**config.mk**
```make
export PLATFORM = sky130hd
export DESIGN_NAME = clarvi_reg_write_sequencer_flat
export DESIGN_NICKNAME = d
export VERILOG_FILES = /design/src/rtl/clarvi_reg_write_sequencer_pkg.sv /design/src/rtl/clarvi_reg_write_sequencer_if.sv /design/src/rtl/clarvi_reg_write_sequencer_part_priority.sv /design/src/rtl/clarvi_reg_write_sequencer.sv /design/src/flat_wrapper.sv
export SDC_FILE = /design/constraint.sdc
export NUM_CORES = 1
export LEC_CHECK = 0
export ABC_CLOCK_PERIOD_IN_PS = 4800
export CORE_MARGIN = 3
export CORE_UTILIZATION = 40
export DETAILED_ROUTE_END_ITERATION = 8
export GPL_ROUTABILITY_DRIVEN = 0
export PLACE_DENSITY = 0.71
export SLEW_MARGIN = 40
export SYNTH_ARGS = -nofsm -noshare
export SYNTH_HDL_FRONTEND = slang
export SYNTH_SLANG_ARGS = --single-unit
export TNS_END_PERCENT = 1
```
**constraint.sdc**
```tcl
create_clock -name clock -period 4.8 [get_ports clock]
set_input_delay 1.44 -clock clock [delete_from_list [all_inputs] [get_ports clock]]
set_output_delay 1.44 -clock clock [all_outputs]
set_load 0.005 [all_outputs]
```
**src/rtl/clarvi_reg_write_sequencer_pkg.sv**
```systemverilog
`default_nettype none
// ============================================================================
// Module      : clarvi_reg_write_sequencer_pkg
// Description : Shared register-file types, widths and helpers for the
//               part-write sequencer and the part priority finder.
// Revision    : 1.0 - initial release
// ============================================================================
package clarvi_reg_write_sequencer_pkg;

    localparam int XLEN       = 64;
    localparam int PART_WIDTH = 16;
    localparam int NUM_PARTS  = XLEN / PART_WIDTH;
    localparam int PART_IDX_W = $clog2(NUM_PARTS);

    typedef logic [4:0]            reg_index_t;
    typedef logic [PART_IDX_W-1:0] reg_part_t;
    typedef logic [NUM_PARTS-1:0]  part_mask_t;

    // x0 is hard-wired to zero in the register file and must never be written
    localparam reg_index_t C_ZERO_REG = 5'd0;

    typedef enum logic [0:0] {
        S_IDLE  = 1'b0,
        S_WRITE = 1'b1
    } seq_state_t;

    // Extract one register-file beat from a full register value
    function automatic logic [PART_WIDTH-1:0] part_slice(input logic [XLEN-1:0] value,
                                                          input reg_part_t       part);
        return value[int'(part)*PART_WIDTH +: PART_WIDTH];
    endfunction

endpackage
`default_nettype wire

```
**src/rtl/clarvi_reg_write_sequencer_if.sv**
```systemverilog
`default_nettype none
// ============================================================================
// Module      : clarvi_reg_write_sequencer_if
// Description : Writeback request handshake, register-file part-write port
//               and pending-destination export for the write sequencer.
// Revision    : 1.0 - initial release
// ============================================================================
interface clarvi_reg_write_sequencer_if
    import clarvi_reg_write_sequencer_pkg::*;
();

    // Writeback request side
    logic                   wb_valid;
    logic                   wb_ready;
    reg_index_t             wb_register;
    logic [XLEN-1:0]        wb_value;
    part_mask_t             wb_parts;

    // Register-file write port
    logic                   write_grant;
    logic                   write_enable;
    reg_index_t             write_register;
    reg_part_t              write_part;
    logic [PART_WIDTH-1:0]  data_in;

    // Hazard-detection export
    logic                   pending_valid;
    reg_index_t             pending_register;
    part_mask_t             pending_parts;

    // Sequencer (initiator) view
    modport master (
        input  wb_valid, wb_register, wb_value, wb_parts, write_grant,
        output wb_ready, write_enable, write_register, write_part, data_in,
               pending_valid, pending_register, pending_parts
    );

    // Environment view: writeback stage plus register file
    modport slave (
        output wb_valid, wb_register, wb_value, wb_parts, write_grant,
        input  wb_ready, write_enable, write_register, write_part, data_in,
               pending_valid, pending_register, pending_parts
    );

endinterface
`default_nettype wire

```
**src/rtl/clarvi_reg_write_sequencer_part_priority.sv**
```systemverilog
`default_nettype none
// ============================================================================
// Module      : clarvi_part_priority
// Description : Lowest-set-bit finder over a register part mask. Reports the
//               index of the lowest set part, whether any part is set, and
//               whether that part is the only one remaining.
// Revision    : 1.0 - initial release
// ============================================================================
module clarvi_part_priority
    import clarvi_reg_write_sequencer_pkg::*;
(
    input  part_mask_t i_mask,
    output reg_part_t  o_index,
    output logic       o_found,
    output logic       o_is_last
);

    // Mask with its lowest set bit removed; empty means the current part is last
    part_mask_t w_rest;

    assign w_rest = i_mask & (i_mask - part_mask_t'(1));

    // Scan from the top down so the lowest set bit is the final assignment
    always_comb begin
        o_index = '0;
        o_found = 1'b0;
        for (int i = NUM_PARTS - 1; i >= 0; i--) begin
            if (i_mask[i]) begin
                o_index = reg_part_t'(i);
                o_found = 1'b1;
            end
        end
    end

    assign o_is_last = o_found && (w_rest == '0);

endmodule
`default_nettype wire

```
**src/rtl/clarvi_reg_write_sequencer.sv**
```systemverilog
`default_nettype none
// ============================================================================
// Module      : clarvi_reg_write_sequencer
// Description : Accepts a full 64-bit writeback and issues it to the register
//               file as 16-bit part writes in ascending part order, one per
//               granted cycle, with back-to-back request acceptance.
// Revision    : 1.0 - initial release
// ============================================================================
module clarvi_reg_write_sequencer
    import clarvi_reg_write_sequencer_pkg::*;
(
    input  logic                               clock,
    input  logic                               reset_n,
    clarvi_reg_write_sequencer_if.master       bus
);

    seq_state_t             r_state;
    reg_index_t             r_register;
    logic [XLEN-1:0]        r_value;
    part_mask_t             r_mask;

    reg_part_t              w_idx;
    logic                   w_found;
    logic                   w_is_last;
    logic                   w_active;
    logic                   w_ready;
    logic                   w_accept;
    logic                   w_discard;

    clarvi_part_priority u_priority (
        .i_mask    (r_mask),
        .o_index   (w_idx),
        .o_found   (w_found),
        .o_is_last (w_is_last)
    );

    // Outputs are forced quiet while reset is asserted, even before the reset edge
    assign w_active  = reset_n && (r_state == S_WRITE);
    assign w_ready   = reset_n && ((r_state == S_IDLE) ||
                                   (w_active && bus.write_grant && w_found && w_is_last));
    assign w_accept  = bus.wb_valid && w_ready;
    assign w_discard = (bus.wb_register == C_ZERO_REG) || (bus.wb_parts == '0);

    // Request acceptance, beat retirement and back-to-back reload
    always_ff @(posedge clock) begin
        if (!reset_n) begin
            r_state    <= S_IDLE;
            r_register <= '0;
            r_value    <= '0;
            r_mask     <= '0;
        end else begin
            case (r_state)
                S_IDLE: begin
                    if (w_accept && !w_discard) begin
                        r_state    <= S_WRITE;
                        r_register <= bus.wb_register;
                        r_value    <= bus.wb_value;
                        r_mask     <= bus.wb_parts;
                    end
                end
                S_WRITE: begin
                    if (bus.write_grant) begin
                        r_mask[w_idx] <= 1'b0;
                        if (w_is_last) begin
                            if (w_accept && !w_discard) begin
                                // Later assignment overrides the bit clear above
                                r_register <= bus.wb_register;
                                r_value    <= bus.wb_value;
                                r_mask     <= bus.wb_parts;
                            end else begin
                                r_state <= S_IDLE;
                            end
                        end
                    end
                end
                default: r_state <= S_IDLE;
            endcase
        end
    end

    assign bus.wb_ready         = w_ready;
    assign bus.write_enable     = w_active && bus.write_grant;
    assign bus.write_register   = w_active ? r_register : C_ZERO_REG;
    assign bus.write_part       = w_active ? w_idx : '0;
    assign bus.data_in          = w_active ? part_slice(r_value, w_idx) : '0;
    assign bus.pending_valid    = w_active;
    assign bus.pending_register = w_active ? r_register : C_ZERO_REG;
    assign bus.pending_parts    = w_active ? r_mask : '0;

endmodule
`default_nettype wire

```
**src/flat_wrapper.sv**
```systemverilog
// flat-port wrapper written by rule: the top's interface ports become plain ports
module clarvi_reg_write_sequencer_flat import clarvi_reg_write_sequencer_pkg::*;
  (clock, reset_n, bus_wb_valid, bus_wb_register, bus_wb_value, bus_wb_parts, bus_write_grant, bus_wb_ready, bus_write_enable, bus_write_register, bus_write_part, bus_data_in, bus_pending_valid, bus_pending_register, bus_pending_parts);
  clarvi_reg_write_sequencer_if bus_i ();
  input  logic clock;
  input  logic reset_n;
  input wire logic [$bits(bus_i.wb_valid)-1:0] bus_wb_valid;
  input wire logic [$bits(bus_i.wb_register)-1:0] bus_wb_register;
  input wire logic [$bits(bus_i.wb_value)-1:0] bus_wb_value;
  input wire logic [$bits(bus_i.wb_parts)-1:0] bus_wb_parts;
  input wire logic [$bits(bus_i.write_grant)-1:0] bus_write_grant;
  output wire logic [$bits(bus_i.wb_ready)-1:0] bus_wb_ready;
  output wire logic [$bits(bus_i.write_enable)-1:0] bus_write_enable;
  output wire logic [$bits(bus_i.write_register)-1:0] bus_write_register;
  output wire logic [$bits(bus_i.write_part)-1:0] bus_write_part;
  output wire logic [$bits(bus_i.data_in)-1:0] bus_data_in;
  output wire logic [$bits(bus_i.pending_valid)-1:0] bus_pending_valid;
  output wire logic [$bits(bus_i.pending_register)-1:0] bus_pending_register;
  output wire logic [$bits(bus_i.pending_parts)-1:0] bus_pending_parts;
  assign bus_i.wb_valid = bus_wb_valid;
  assign bus_i.wb_register = bus_wb_register;
  assign bus_i.wb_value = bus_wb_value;
  assign bus_i.wb_parts = bus_wb_parts;
  assign bus_i.write_grant = bus_write_grant;
  assign bus_wb_ready = bus_i.wb_ready;
  assign bus_write_enable = bus_i.write_enable;
  assign bus_write_register = bus_i.write_register;
  assign bus_write_part = bus_i.write_part;
  assign bus_data_in = bus_i.data_in;
  assign bus_pending_valid = bus_i.pending_valid;
  assign bus_pending_register = bus_i.pending_register;
  assign bus_pending_parts = bus_i.pending_parts;
  clarvi_reg_write_sequencer u_core (.clock(clock), .reset_n(reset_n), .bus(bus_i));
endmodule
```
==> results.sh, run 1 <==
export IMPL_htreeDepth=3
export IMPL_power_density_nw_per_um2=316
export IMPL_synth_xor_area_share_pct=0.260
export IMPL_power_uw=1470
export IMPL_cts_sinks=74
export IMPL_yosys_area_top_type="dfxtp_1"
export IMPL_ys_seq_elements=74
export IMPL_drv_slew=0
export IMPL_ys_types=32
export IMPL_io_buffers=111
export IMPL_worstSetupEndpointType="primary output"
export IMPL_die_area_sq_um=9550
export IMPL_critPathRequiredTime_ns=3.36
export IMPL_cts_tree="done"
export IMPL_clkTransAtPathRegs_ns=0.07
export IMPL_hpwlAfterDp_microns=6510
export IMPL_status="finished, final reports clean"
export IMPL_netlist_area_sq_um=3370
export IMPL_fin_setup_tns_ns=0
export IMPL_synthesis_nets=499
export IMPL_avgViaCountPerCell=5.05
export IMPL_start_util_pct=42.5
export IMPL_totalWireLength_microns=8960
export IMPL_worst_pin_slew_ns=0.794
export IMPL_grt_pass1_vias=2929
export IMPL_hold_violations=0
export IMPL_worst_r2r_endpoint="u_core.r_value[26]$_SDFFE_PN0P_"
export IMPL_ys_seq_area_share_pct=44.0
export IMPL_synth_top_area_share_pct=44.0
export IMPL_placementRows=32
export IMPL_setup_viol=0
export IMPL_final_core_util_pct=58.5
export IMPL_cts_setup_buffers=0
export IMPL_crit_chain="clkdlybuf4s50_1 -> o31ai_1 -> nand2_1 -> and2_1 -> clkdlybuf4s50_1"
export IMPL_hp_class="reg -> reg"
export IMPL_area_growth_pct=37.9
export IMPL_vias=3122
export IMPL_worstSkewPairLatency_ns=0.35
export IMPL_grt_max_degree=51
export IMPL_ys_flop_type="dfxtp_1"
export IMPL_synth_area_mux_share_pct=5.35
export IMPL_grt_pass1_wl_microns=14600
export IMPL_crit_start="bus_write_grant"
export IMPL_critPathLaunchType="primary input"
export IMPL_gr_total_overflow=0
export IMPL_synth_edf_count=0
export IMPL_worst_path_max_delay_cell="clkdlybuf4s50_1"
export IMPL_period_share_pct=90.3
export IMPL_drtIter0Drc=188
export IMPL_slowest_delay_ns=0.58
export IMPL_synth_compound_area_share_pct=19.6
export IMPL_cts_root_buf="clkbuf_8"
export IMPL_cap_violations=0
export IMPL_crit_type="in -> out"
export IMPL_crit_end="bus_wb_ready"
export IMPL_synth_top_family_by_area="simple AND/OR/NAND/NOR gates"
export IMPL_synth_common_cells="nand2_1, dfxtp_1, o21ai_1, nor2_1, clkbuf_1"
export IMPL_cts_resized_gates=0
export IMPL_grt_usage_pct=18.9
export IMPL_post_place_ws_ns=0.478
export IMPL_critPathMostFrequentCell="clkdlybuf4s50_1"
export IMPL_syn_inst=422
export IMPL_clock_skew_ns=0.0150
export IMPL_synth_warnings=0
export IMPL_die_x_microns=97.7
export IMPL_r2r_cells=6
export IMPL_slew_headroom_pct=47.0
export IMPL_hold_buffers=0
export IMPL_p_leak_uw=0.00171
export IMPL_layout_min_cycle_time_ns=4.34
export IMPL_yosysMostFrequentCell="nand2_1"
export IMPL_critical_path_max_fanout=6
export IMPL_rsz0062_at_grt="no"
export IMPL_die_h_microns=97.7
export IMPL_diodes=0
export IMPL_wl_per_cell_microns=14.5
export IMPL_first_pass_iters=9
export IMPL_io_pins=112
export IMPL_drive_gt1_share_pct=6.20
export IMPL_fmax_ghz=0.231
export IMPL_antenna_found_initial=0
export IMPL_synth_area_leaders="dfxtp_1, nand2_1, o21ai_1"
export IMPL_drt_drc_violations_left=0
export IMPL_synthArstFlopShare_pct=0
export IMPL_r2r_slack_ns=2.44
export IMPL_fin_ws_ns=0.464
export IMPL_r2r_start="u_core.r_mask[2]$_SDFFE_PN0P_"
export IMPL_timing_hold_ws_ns=0.449
export IMPL_cts_made_buffers=9
export IMPL_postRouteAntennaNets=0
export IMPL_avgSynthCellArea_sq_um=7.98
export IMPL_synthAdderAreaFrac_pct=0
export IMPL_fp_coreArea_sq_um=7930
export IMPL_clk_path_buf_depth=2
export IMPL_fin_nets=588
export IMPL_yosys_area_share_simple_pct=22.9
export IMPL_ir_drop_mv=0.138
export IMPL_critPathArrivalTime_ns=2.90
-- through the flow --
step / cell area (sq um) / cells
finish: 4640 / 618
global route: 4640 / 618
CTS: 4640 / 618
detailed placement: 4440 / 602
global placement: 4440 / 602
floorplan: 3370 / 422
-- power breakdown --
part	internal (uW)	switching (uW)
registers	667	37.6
clock network	244	248
logic	145	127
-- worst min path at each step --
stage / cells after the start / slack (ns) / startpoint / end
after floorplan: 2 / 0.42 / u_core.r_register[0]$_SDFFE_PN0P_ / u_core.r_register[0]$_SDFFE_PN0P_
after global placement: 2 / 0.43 / u_core.r_value[2]$_SDFFE_PN0P_ / u_core.r_value[2]$_SDFFE_PN0P_
after detailed placement: 2 / 0.44 / u_core.r_value[27]$_SDFFE_PN0P_ / u_core.r_value[27]$_SDFFE_PN0P_
after CTS: 2 / 0.45 / u_core.r_value[50]$_SDFFE_PN0P_ / u_core.r_value[50]$_SDFFE_PN0P_
after global routing: 2 / 0.47 / u_core.r_value[42]$_SDFFE_PN0P_ / u_core.r_value[42]$_SDFFE_PN0P_
final: 2 / 0.45 / u_core.r_value[4]$_SDFFE_PN0P_ / u_core.r_value[4]$_SDFFE_PN0P_
-- placed cells by master (no fill, tap or decap), types with 2 or more instances in the layout --
cell and count:
o22ai_1 2, buf_12 3, inv_6 2, a222oi_1 16, and2_1 3, o21ai_1 70, nor2_1 19, and3_1 9
dfxtp_1 74, mux2_1 16, clkbuf_8 9, clkdlybuf4s50_1 110, buf_4 5, a32o_1 2, o31ai_1 2, or4_1 2
clkinvlp_4 2, nand2_1 148, a21boi_1 2
-- kinds of logic (layout without fill, tap and decap cells) --
logic type | count (synthesis) | count (layout)
XOR/XNOR | 1 | 1
multiplexers | 16 | 16
AO/OA/AOI/OAI | 102 | 102
flip-flops | 74 | 74
AND/OR/NAND/NOR | 186 | 186
buffers and inverters | 43 | 137
-- worst max-delay path, delay by kind of cell --
kind	cells	cell delay, ns
buf+inv	2	1.07
simple gates	2	0.24
compound gates	1	0.14
-- final cells by class --
type | count | area, sq um
fillers | 732 | 3290
multi-input cells | 305 | 1620
flip-flops and latches | 74 | 1480
repair buffers | 119 | 1200
well taps | 102 | 128
clock buffers | 9 | 124
clock inverters | 7 | 76.3
inverters | 2 | 7.51
-- layer usage --
layer | vias up | global-route usage, % | wire (microns)
li1 | 1612 | - | -
met1 | 1409 | 26.9 | 4280
met2 | 85 | 28.0 | 4110
met3 | 16 | 3.57 | 379
met4 | 0 | 7.77 | 191
met5 | - | 0 | 0
-- registers in the layout (all words and copies together), names as in the netlist --
signal and flops:
u_core.r_register 5, u_core.r_value 64, u_core.r_state 1, u_core.r_mask 4
Power figures use the tool's default switching activity.
==> run 2: changes to the inputs <==
--- a/config.mk
+++ b/config.mk
@@ -6,6 +6,7 @@
 export NUM_CORES = 1
 export LEC_CHECK = 0
 export ABC_CLOCK_PERIOD_IN_PS = 4800
+export CAP_MARGIN = 0
 export CORE_MARGIN = 3
 export CORE_UTILIZATION = 40
 export DETAILED_ROUTE_END_ITERATION = 8
==> results of run 2 <==
No change in the layout: final DEF, timing and power equal those of run 1.
